### config.mk
export PLATFORM = sky130hd
export DESIGN_NAME = multicycle_control_flat
export DESIGN_NICKNAME = d
export VERILOG_FILES = /design/src/rtl/mips_ctrl_pkg.sv /design/src/rtl/multicycle_control_if.sv /design/src/rtl/mc_output_decoder.sv /design/src/rtl/multicycle_control.sv /design/src/flat_wrapper.sv
export SDC_FILE = /design/constraint.sdc
export NUM_CORES = 1
export LEC_CHECK = 0
export ABC_AREA = 1
export BUFFER_PORTS_ARGS = -buffer_cell sky130_fd_sc_hd__buf_4
export CORE_AREA = 4 4 42 44
export CTS_CLUSTER_DIAMETER = 200
export DETAILED_ROUTE_END_ITERATION = 8
export DIE_AREA = 0 0 46 48
export PLACE_DENSITY = 0.82
export SLEW_MARGIN = 10
export SYNTH_ARGS = -nofsm -noshare
export SYNTH_HDL_FRONTEND = slang
export SYNTH_HIERARCHICAL = 1
export SYNTH_SLANG_ARGS = --single-unit
### constraint.sdc
create_clock -name clk -period 3.3 [get_ports clk]
set_clock_uncertainty 0.2 [all_clocks]
set_input_delay 0.495 -clock clk [delete_from_list [all_inputs] [get_ports clk]]
set_output_delay 0.495 -clock clk [all_outputs]
set_load 0.01 [all_outputs]
### src/rtl/mips_ctrl_pkg.sv
// rtl/mips_ctrl_pkg.sv - shared encodings for the multicycle MIPS control FSM
//
// Purpose: state encodings, opcode constants, datapath select codes and the
//          packed control word passed from the output decoder to the top.
// Ports:   none (package).

package mips_ctrl_pkg;

  typedef enum logic [3:0] {
    S_FETCH     = 4'd0,
    S_DECODE    = 4'd1,
    S_MEM_ADDR  = 4'd2,
    S_MEM_READ  = 4'd3,
    S_MEM_WB    = 4'd4,
    S_MEM_WRITE = 4'd5,
    S_R_EXEC    = 4'd6,
    S_R_WB      = 4'd7,
    S_BRANCH    = 4'd8,
    S_JUMP      = 4'd9
  } state_t;

  localparam logic [5:0] OP_RTYPE = 6'b000000;
  localparam logic [5:0] OP_LW    = 6'b100011;
  localparam logic [5:0] OP_SW    = 6'b101011;
  localparam logic [5:0] OP_BEQ   = 6'b000100;
  localparam logic [5:0] OP_J     = 6'b000010;

  localparam logic [1:0] ALUOP_ADD   = 2'b00;
  localparam logic [1:0] ALUOP_SUB   = 2'b01;
  localparam logic [1:0] ALUOP_FUNCT = 2'b10;

  localparam logic [1:0] SRCB_REG      = 2'b00;
  localparam logic [1:0] SRCB_FOUR     = 2'b01;
  localparam logic [1:0] SRCB_IMM      = 2'b10;
  localparam logic [1:0] SRCB_IMM_SHL2 = 2'b11;

  localparam logic [1:0] PCSRC_ALU    = 2'b00;
  localparam logic [1:0] PCSRC_ALUOUT = 2'b01;
  localparam logic [1:0] PCSRC_JUMP   = 2'b10;

  typedef struct packed {
    logic       pc_write;
    logic       pc_write_cond;
    logic       ior_d;
    logic       mem_read;
    logic       mem_write;
    logic       mem_to_reg;
    logic       ir_write;
    logic       alu_src_a;
    logic       reg_write;
    logic       reg_dst;
    logic [1:0] alu_op;
    logic [1:0] alu_src_b;
    logic [1:0] pc_source;
    logic       instr_done;
  } ctrl_t;

  function automatic logic is_supported(input logic [5:0] op);
    return (op == OP_RTYPE) || (op == OP_LW) || (op == OP_SW) ||
           (op == OP_BEQ) || (op == OP_J);
  endfunction

endpackage

### src/rtl/multicycle_control_if.sv
// rtl/multicycle_control_if.sv - controller <-> datapath signal bundle
//
// Purpose: groups the instruction/memory inputs and all datapath controls.
// Ports:   master = controller (reads opcode/mem_ready, drives controls),
//          slave  = datapath side (drives opcode/mem_ready, reads controls).

interface multicycle_control_if;
  logic [5:0] opcode;
  logic       mem_ready;
  logic       PCWrite;
  logic       PCWriteCond;
  logic       IorD;
  logic       MemRead;
  logic       MemWrite;
  logic       MemToReg;
  logic       IRWrite;
  logic       ALUSrcA;
  logic       RegWrite;
  logic       RegDst;
  logic [1:0] ALUOp;
  logic [1:0] ALUSrcB;
  logic [1:0] PCSource;
  logic [3:0] state;
  logic       instr_done;
  logic       illegal;

  modport master (
    input  opcode, mem_ready,
    output PCWrite, PCWriteCond, IorD, MemRead, MemWrite, MemToReg, IRWrite,
           ALUSrcA, RegWrite, RegDst, ALUOp, ALUSrcB, PCSource, state,
           instr_done, illegal
  );

  modport slave (
    output opcode, mem_ready,
    input  PCWrite, PCWriteCond, IorD, MemRead, MemWrite, MemToReg, IRWrite,
           ALUSrcA, RegWrite, RegDst, ALUOp, ALUSrcB, PCSource, state,
           instr_done, illegal
  );
endinterface

### src/rtl/mc_output_decoder.sv
// rtl/mc_output_decoder.sv - Moore output decode for the multicycle control FSM
//
// Purpose: maps the current state (plus mem_ready in the memory states) to
//          the datapath control word; all zero while reset is high.
// Ports:   state     in  current FSM state
//          mem_ready in  memory handshake
//          reset     in  forces every control to 0
//          ctrl      out packed control word

module mc_output_decoder
  import mips_ctrl_pkg::*;
(
  input  state_t state,
  input  logic   mem_ready,
  input  logic   reset,
  output ctrl_t  ctrl
);

  always_comb begin
    ctrl = '0;
    if (!reset) begin
      case (state)
        S_FETCH: begin
          ctrl.mem_read  = 1'b1;
          ctrl.alu_src_b = SRCB_FOUR;
          ctrl.alu_op    = ALUOP_ADD;
          ctrl.pc_source = PCSRC_ALU;
          // IR and PC only capture when the fetch read actually completes
          ctrl.ir_write  = mem_ready;
          ctrl.pc_write  = mem_ready;
        end
        S_DECODE: begin
          ctrl.alu_src_b = SRCB_IMM_SHL2;
          ctrl.alu_op    = ALUOP_ADD;
        end
        S_MEM_ADDR: begin
          ctrl.alu_src_a = 1'b1;
          ctrl.alu_src_b = SRCB_IMM;
          ctrl.alu_op    = ALUOP_ADD;
        end
        S_MEM_READ: begin
          ctrl.mem_read = 1'b1;
          ctrl.ior_d    = 1'b1;
        end
        S_MEM_WB: begin
          ctrl.mem_to_reg = 1'b1;
          ctrl.reg_write  = 1'b1;
          ctrl.instr_done = 1'b1;
        end
        S_MEM_WRITE: begin
          ctrl.mem_write  = 1'b1;
          ctrl.ior_d      = 1'b1;
          ctrl.instr_done = mem_ready;
        end
        S_R_EXEC: begin
          ctrl.alu_src_a = 1'b1;
          ctrl.alu_src_b = SRCB_REG;
          ctrl.alu_op    = ALUOP_FUNCT;
        end
        S_R_WB: begin
          ctrl.reg_dst    = 1'b1;
          ctrl.reg_write  = 1'b1;
          ctrl.instr_done = 1'b1;
        end
        S_BRANCH: begin
          ctrl.alu_src_a     = 1'b1;
          ctrl.alu_src_b     = SRCB_REG;
          ctrl.alu_op        = ALUOP_SUB;
          ctrl.pc_write_cond = 1'b1;
          ctrl.pc_source     = PCSRC_ALUOUT;
          ctrl.instr_done    = 1'b1;
        end
        S_JUMP: begin
          ctrl.pc_write   = 1'b1;
          ctrl.pc_source  = PCSRC_JUMP;
          ctrl.instr_done = 1'b1;
        end
        default: ctrl = '0;
      endcase
    end
  end

endmodule

### src/rtl/multicycle_control.sv
// rtl/multicycle_control.sv - multicycle MIPS control unit (Moore FSM)
//
// Purpose: state register and next-state logic for lw/sw/R-type/beq/j;
//          output decode lives in mc_output_decoder.
// Ports:   clk   in  rising-edge clock
//          reset in  synchronous active-high reset
//          bus   master side of multicycle_control_if (opcode, mem_ready in;
//                datapath controls, state, instr_done, illegal out)

module multicycle_control
  import mips_ctrl_pkg::*;
(
  input  logic                  clk,
  input  logic                  reset,
  multicycle_control_if.master  bus
);

  state_t state_q;
  state_t state_d;
  ctrl_t  ctrl;
  logic   decode_illegal;

  always_ff @(posedge clk) begin
    if (reset) begin
      state_q <= S_FETCH;
    end else begin
      state_q <= state_d;
    end
  end

  always_comb begin
    state_d = S_FETCH;
    case (state_q)
      S_FETCH:     state_d = bus.mem_ready ? S_DECODE : S_FETCH;
      S_DECODE: begin
        case (bus.opcode)
          OP_RTYPE:     state_d = S_R_EXEC;
          OP_LW, OP_SW: state_d = S_MEM_ADDR;
          OP_BEQ:       state_d = S_BRANCH;
          OP_J:         state_d = S_JUMP;
          default:      state_d = S_FETCH;
        endcase
      end
      S_MEM_ADDR:  state_d = (bus.opcode == OP_LW) ? S_MEM_READ : S_MEM_WRITE;
      S_MEM_READ:  state_d = bus.mem_ready ? S_MEM_WB : S_MEM_READ;
      S_MEM_WB:    state_d = S_FETCH;
      S_MEM_WRITE: state_d = bus.mem_ready ? S_FETCH : S_MEM_WRITE;
      S_R_EXEC:    state_d = S_R_WB;
      S_R_WB:      state_d = S_FETCH;
      S_BRANCH:    state_d = S_FETCH;
      S_JUMP:      state_d = S_FETCH;
      default:     state_d = S_FETCH;
    endcase
  end

  mc_output_decoder u_dec (
    .state     (state_q),
    .mem_ready (bus.mem_ready),
    .reset     (reset),
    .ctrl      (ctrl)
  );

  // An unsupported opcode retires in DECODE, so it alone ends the instruction
  // there; this is the only output that looks at opcode.
  assign decode_illegal = !reset && (state_q == S_DECODE) && !is_supported(bus.opcode);

  assign bus.PCWrite     = ctrl.pc_write;
  assign bus.PCWriteCond = ctrl.pc_write_cond;
  assign bus.IorD        = ctrl.ior_d;
  assign bus.MemRead     = ctrl.mem_read;
  assign bus.MemWrite    = ctrl.mem_write;
  assign bus.MemToReg    = ctrl.mem_to_reg;
  assign bus.IRWrite     = ctrl.ir_write;
  assign bus.ALUSrcA     = ctrl.alu_src_a;
  assign bus.RegWrite    = ctrl.reg_write;
  assign bus.RegDst      = ctrl.reg_dst;
  assign bus.ALUOp       = ctrl.alu_op;
  assign bus.ALUSrcB     = ctrl.alu_src_b;
  assign bus.PCSource    = ctrl.pc_source;
  assign bus.instr_done  = ctrl.instr_done | decode_illegal;
  assign bus.illegal     = decode_illegal;
  // Reported state reads FETCH during reset even before the register clears.
  assign bus.state       = reset ? S_FETCH : state_q;

endmodule
### src/flat_wrapper.sv
// flat-port wrapper written by rule: the top's interface ports become plain ports
module multicycle_control_flat import mips_ctrl_pkg::*;
  (clk, reset, bus_opcode, bus_mem_ready, bus_PCWrite, bus_PCWriteCond, bus_IorD, bus_MemRead, bus_MemWrite, bus_MemToReg, bus_IRWrite, bus_ALUSrcA, bus_RegWrite, bus_RegDst, bus_ALUOp, bus_ALUSrcB, bus_PCSource, bus_state, bus_instr_done, bus_illegal);
  multicycle_control_if bus_i ();
  input  logic clk;
  input  logic reset;
  input wire logic [$bits(bus_i.opcode)-1:0] bus_opcode;
  input wire logic [$bits(bus_i.mem_ready)-1:0] bus_mem_ready;
  output wire logic [$bits(bus_i.PCWrite)-1:0] bus_PCWrite;
  output wire logic [$bits(bus_i.PCWriteCond)-1:0] bus_PCWriteCond;
  output wire logic [$bits(bus_i.IorD)-1:0] bus_IorD;
  output wire logic [$bits(bus_i.MemRead)-1:0] bus_MemRead;
  output wire logic [$bits(bus_i.MemWrite)-1:0] bus_MemWrite;
  output wire logic [$bits(bus_i.MemToReg)-1:0] bus_MemToReg;
  output wire logic [$bits(bus_i.IRWrite)-1:0] bus_IRWrite;
  output wire logic [$bits(bus_i.ALUSrcA)-1:0] bus_ALUSrcA;
  output wire logic [$bits(bus_i.RegWrite)-1:0] bus_RegWrite;
  output wire logic [$bits(bus_i.RegDst)-1:0] bus_RegDst;
  output wire logic [$bits(bus_i.ALUOp)-1:0] bus_ALUOp;
  output wire logic [$bits(bus_i.ALUSrcB)-1:0] bus_ALUSrcB;
  output wire logic [$bits(bus_i.PCSource)-1:0] bus_PCSource;
  output wire logic [$bits(bus_i.state)-1:0] bus_state;
  output wire logic [$bits(bus_i.instr_done)-1:0] bus_instr_done;
  output wire logic [$bits(bus_i.illegal)-1:0] bus_illegal;
  assign bus_i.opcode = bus_opcode;
  assign bus_i.mem_ready = bus_mem_ready;
  assign bus_PCWrite = bus_i.PCWrite;
  assign bus_PCWriteCond = bus_i.PCWriteCond;
  assign bus_IorD = bus_i.IorD;
  assign bus_MemRead = bus_i.MemRead;
  assign bus_MemWrite = bus_i.MemWrite;
  assign bus_MemToReg = bus_i.MemToReg;
  assign bus_IRWrite = bus_i.IRWrite;
  assign bus_ALUSrcA = bus_i.ALUSrcA;
  assign bus_RegWrite = bus_i.RegWrite;
  assign bus_RegDst = bus_i.RegDst;
  assign bus_ALUOp = bus_i.ALUOp;
  assign bus_ALUSrcB = bus_i.ALUSrcB;
  assign bus_PCSource = bus_i.PCSource;
  assign bus_state = bus_i.state;
  assign bus_instr_done = bus_i.instr_done;
  assign bus_illegal = bus_i.illegal;
  multicycle_control u_core (.clk(clk), .reset(reset), .bus(bus_i));
endmodule
* After elaboration in Yosys (flattened, before gate mapping)
Index checks and enable logic that the tools add are counted.
** Word-level totals
- Flip-flop bits (word level) :: 4
- Input bits :: 9
** Operators by class
- Equality and inequality tests :: 13
- Multiplexer cells :: 21
- Bitwise gates (word level) :: 1
- Reduce and logical (&&, ||, !) cells :: 16
** Operators with widths (count)
- 4-bit one-hot mux with 6 select lines :: 1
- 4-bit one-hot mux with 5 select lines :: 1
- 17-bit 2-to-1 mux :: 1
- 4-bit by 3-bit == test with 1-bit output (second input constant) :: 4
- 4-bit one-hot mux with 4 select lines :: 1
- 6-bit == test (second input constant) :: 2
- 1-bit 2-to-1 mux :: 10
- 3-bit 2-to-1 mux :: 3
- 4-bit by 2-bit == test with 1-bit output (second input constant) :: 2
- 4-bit == test (second input constant) :: 2
- 2-bit OR reduction :: 4
- 6-bit by 2-bit == test with 1-bit output (second input constant) :: 1
- 6-bit by 3-bit == test with 1-bit output (second input constant) :: 1
- 6-bit zero test :: 1
- 4-bit by 1-bit == test with 1-bit output (second input constant) :: 1
- 4-bit zero test :: 1
- 1-bit logical OR :: 4
- 4-bit 2-to-1 mux :: 1
- 1-bit one-hot mux with 2 select lines :: 2
- 2-bit one-hot mux with 2 select lines :: 1
- 4-bit OR reduction :: 1
- 3-bit OR reduction :: 1
- 1-bit logical AND :: 2
- 1-bit zero test :: 2
- 1-bit OR :: 1

* Logic depth before layout (Yosys ltp)
- Word-level depth :: 8
- Depth in mapped cells :: 9

* Modules after synthesis
Netlist, hierarchy kept.
** Modules (own cells, without submodules)
- multicycle_control :: instances 1, cells each 76, area each 391.6 µm²
- mc_output_decoder :: instances 1, cells each 46, area each 222.7 µm²

* Least setup slack after synthesis
Ideal clock, no wire load.
- Path type :: flip-flop to output port
- Start point :: register u_core.state_q[3]
- End point :: output bus_ALUOp[0]
- Data arrival time :: 1.150 ns
- Required time :: 2.605 ns
- Path slack :: 1.455 ns
- Cell stages (with the launch flop) :: 6
- Path through :: dfxtp_1 > inv_2 > nor2_2 > nand2_1 > nor2_1 > buf_4
** Between the ends
- Longest elaborated chain between the ends :: 3
- Elaborated cells on any way between the ends :: 7
- Classes of those cells :: eq/ne (4); mux (2); reduce/logical (1)
** RTL lines
- start, declared :: RTL line multicycle_control.sv:18 : state_t state_q;
- start signal, assigned :: RTL line multicycle_control.sv:27 : state_q <= state_d;
- 4-bit == test (tied with other cells) :: RTL line mc_output_decoder.sv:22 : case (state)
- 4-bit one-hot mux with 5 select lines * :: RTL line mc_output_decoder.sv:22
- 17-bit 2-to-1 mux * :: RTL line mc_output_decoder.sv:21 : if (!reset) begin
- end, declared :: RTL line flat_wrapper.sv:19 : output wire logic [$bits(bus_i.ALUOp)-1:0] bus_ALUOp;
Every way passes the cells marked *; elsewhere a longest branch is shown, timed or not.

==> summary.md <==
| Metric | Value |
|---|---|
| Max IR drop VDD | 98.4 uV |
| Placer congestion estimate | about 0.85 |
| Global-route wire length before repair | ~2.5 mm |
| Worst-Margin Slew | 0.419 ns |
| RSZ-0062 raised after global routing | no |
| Synthesized instance count | around 120 |
| Die Width | 46 um |
| Post-synthesis register bit count | 4 |
| Drt initial violations | 22 |
| Vias in the first global route | 697 |
| Yosys warning count | 6 |
| Crit-path max FO | 11 |
| Post-route setup TNS | 0 ns |
| Max Buffers Root-to-Sink | 2 |
| Met2 wire length | approximately 840 um |
| Synth area leaders | nor2_1, nand2_1, dfxtp_1 |
| Fill count | 159 |
| Async SR Flop Fraction | 0% |
| Worst-path clk slew | 0.04 ns |
| Total Wirelength | 1.59 mm |
| DRT Pass-1 Iters | 5 |
| Main combinational cell family by area after synthesis | simple AND/OR/NAND/NOR gates |
| Largest net degree at the start of global routing | 18 |
| Num rows | 14 |
| # port buffers | 30 |
| Critical Path RT | 2.60 ns |
| Synth Net Count | ~130 |
| Biggest register | u_core/state_q |
| Met1 wire length | between 600 and 700 um |
| Vias after detailed routing | 780 |
| Max Slew Vio Count | 0 |
| Antenna violations before repair | 0 |
| Post-Synth Simple-Gate Area | 61.9% |
| Worst Hold Depth | 2 |
| DR WL/cell | 9.50 um |
| Antenna Cells | 0 |
| Syn Std Cell Area | 614 um^2 |
| Via density | around 4.7 |
| Hold Crit Endpoint | u_core/state_q[0] |
| Outcome | finished, final reports clean |
| Most common library cells after synthesis | nor2_1, nand2_1, inv_1 |
| DIE HEIGHT | 48 um |
| Core area | 0.00144 mm^2 |
| CTS Sinks | 4 |
| Design area | 858 um^2 |
| CTS tree | yes |
| Finish-stage setup viols | 0 |
| Post-route ant nets | 0 |
| Adder-cell share of the synthesized area | 0% |
| Number of buffers added for setup after CTS | 0 |
| Arr. time, crit path | 1.51 ns |
| Final std cells w/o fill | 167 |
| # IOs | 31 |
| Leading area contributor after synthesis | nor2_1 |
| Placed cell area | 836 um^2 |
| Sequential area share after synthesis | 13.0% |
| Starting Density | between 40% and 50% |
| P per Cell Area | 186 mW/mm^2 |
| Critical path capture point type | output pin |
| Die Area | roughly 0.0022 mm^2 |
| Top Registers | u_core/state_q (4) |
| Setup CP Type | register to output pin |
| Reg-to-reg slack, setup | ~1.8 ns |
| Reg-to-Reg Start | u_core/state_q[0] |
| Layout cell share with drive strength beyond 1 | 32.5% |
| Overflow after GRT | 0 |
| # DRC | 0 |
| Final hold violations | 0 |
| Synth Area in Compound Gates | 4.68% |
| Slew Limit Headroom | 72.0% |
| Number of flops mapped to enable cells by yosys | 0 |
| Layout Nets | roughly 160 |
| Count leader, synth | nor2_1 |
| Post-detailed-placement half-perimeter wirelength | 1.32 mm |
| Mux cell area share after synthesis | 0% |
| # hold bufs at CTS | 0 |
| H-tree depth | 1 |
| Top sig layer | met3 |
| Yosys cell types | 19 |
| Placed cells | about 160 |
| Synth Area in XOR/XNOR | 0% |
| PostCTS Resize Cnt | 0 |
| CTS buffer count | 3 |
| Clock latency on the worst-skew pair | 0.23 ns |
| Prevailing post-synth register cell | dfxtp_1 |
| Root buffer cell | clkbuf_4 |
| CP Launch Type | register |
| Worst min path class | input port to register |
| Hold Startpoint | reset |
| RR Endpoint | u_core/state_q[2] |
| P&R area growth vs syn | 39.7% |
| Max reg flops | 4 |
| Reg2Reg Depth | 7 |
| Global-route usage over all layers | 15.3% |
| MaxCap Viol Count | 0 |
| Top-area cell type share of the netlist area | 18.9% |
| FMAX | 0.453 GHz |
| Tcrit/Tclk final | between 60% and 70% |
| DR WL met3 | between 100 and 150 um |
| Tmin final | 2.21 ns |
| Synthesized area per cell | 5.04 um^2 |
| Leak | around 0.52 nW |
==> cell families after synthesis <==
family | Yosys count
AOI/OAI and AO/OA | 5
DFF | 4
buffers and inverters | 31
and+or+nand+nor | 82
==> metrics by stage <==
step | hold WS [ns] | worst slack, ns | power [mW] | util, %
floorplan | 0.487 | 1.46 | 0.0798 | -
finish | 0.365 | 1.09 | 0.160 | 59.8
global route | 0.375 | 0.986 | 0.171 | 59.8
detailed placement | 0.543 | 1.28 | 0.101 | 58.2
CTS | 0.358 | 1.09 | 0.161 | 59.8
global placement | 0.531 | 1.30 | 0.0995 | 58.2
==> worst max-delay path, stage by stage (launching register included) <==
cell	delay, ns
dfxtp_1	0.57
nor2_1	0.16
nand2_2	0.11
nand2_1	0.05
o21bai_1	0.11
nand2_1	0.06
inv_1	0.05
nand2_1	0.04
buf_4	0.14
==> power by group <==
part           internal [mW]  switching (mW)  total [mW]
sequential            0.0495         0.00301      0.0526
clock                 0.0406          0.0191      0.0598
combinational         0.0214          0.0261      0.0475
==> per-layer routing <==
metal	up-vias	GRT usage, %
met5	-	0
met3	0	2.26
met4	0	7.95
met2	25	29.4
li1	422	-
met1	333	15.8
==> layout make-up <==
cell class,count,area (um^2),share of cell area [%]
multi-input combinational,87,409,47.7
tap,16,20.0,2.33
clock buffer,3,22.5,2.62
timing repair buffer,30,225,26.2
inverter,27,101,11.8
sequential,4,80.1,9.33
==> how the worst max path moves through the flow <==
stage                            from        endpoint  slack, ns  cells past startpoint
floorplan           u_core/state_q[3]    bus_ALUOp[0]       1.46                      5
global placement        bus_opcode[5]  bus_instr_done       1.30                      8
detailed placement      bus_opcode[5]  bus_instr_done       1.28                      8
CTS                 u_core/state_q[0]  bus_instr_done       1.09                      8
global route        u_core/state_q[0]  bus_instr_done       0.99                      8
finish              u_core/state_q[0]  bus_instr_done       1.09                      8
==> placed cells by master, fill, tap and decap left out, drive strengths merged <==
cell,synthesis,final
a21oi,3,3
clkbuf,1,3
inv,27,27
nand2,29,29
nand3,13,13
buf,3,30
nand4,2,2
dfxtp,4,4
nor2,36,36
o21bai,1,1
nor3,1,1
o22ai,1,1
nor4,1,1
Power figures use the tool's default switching activity.
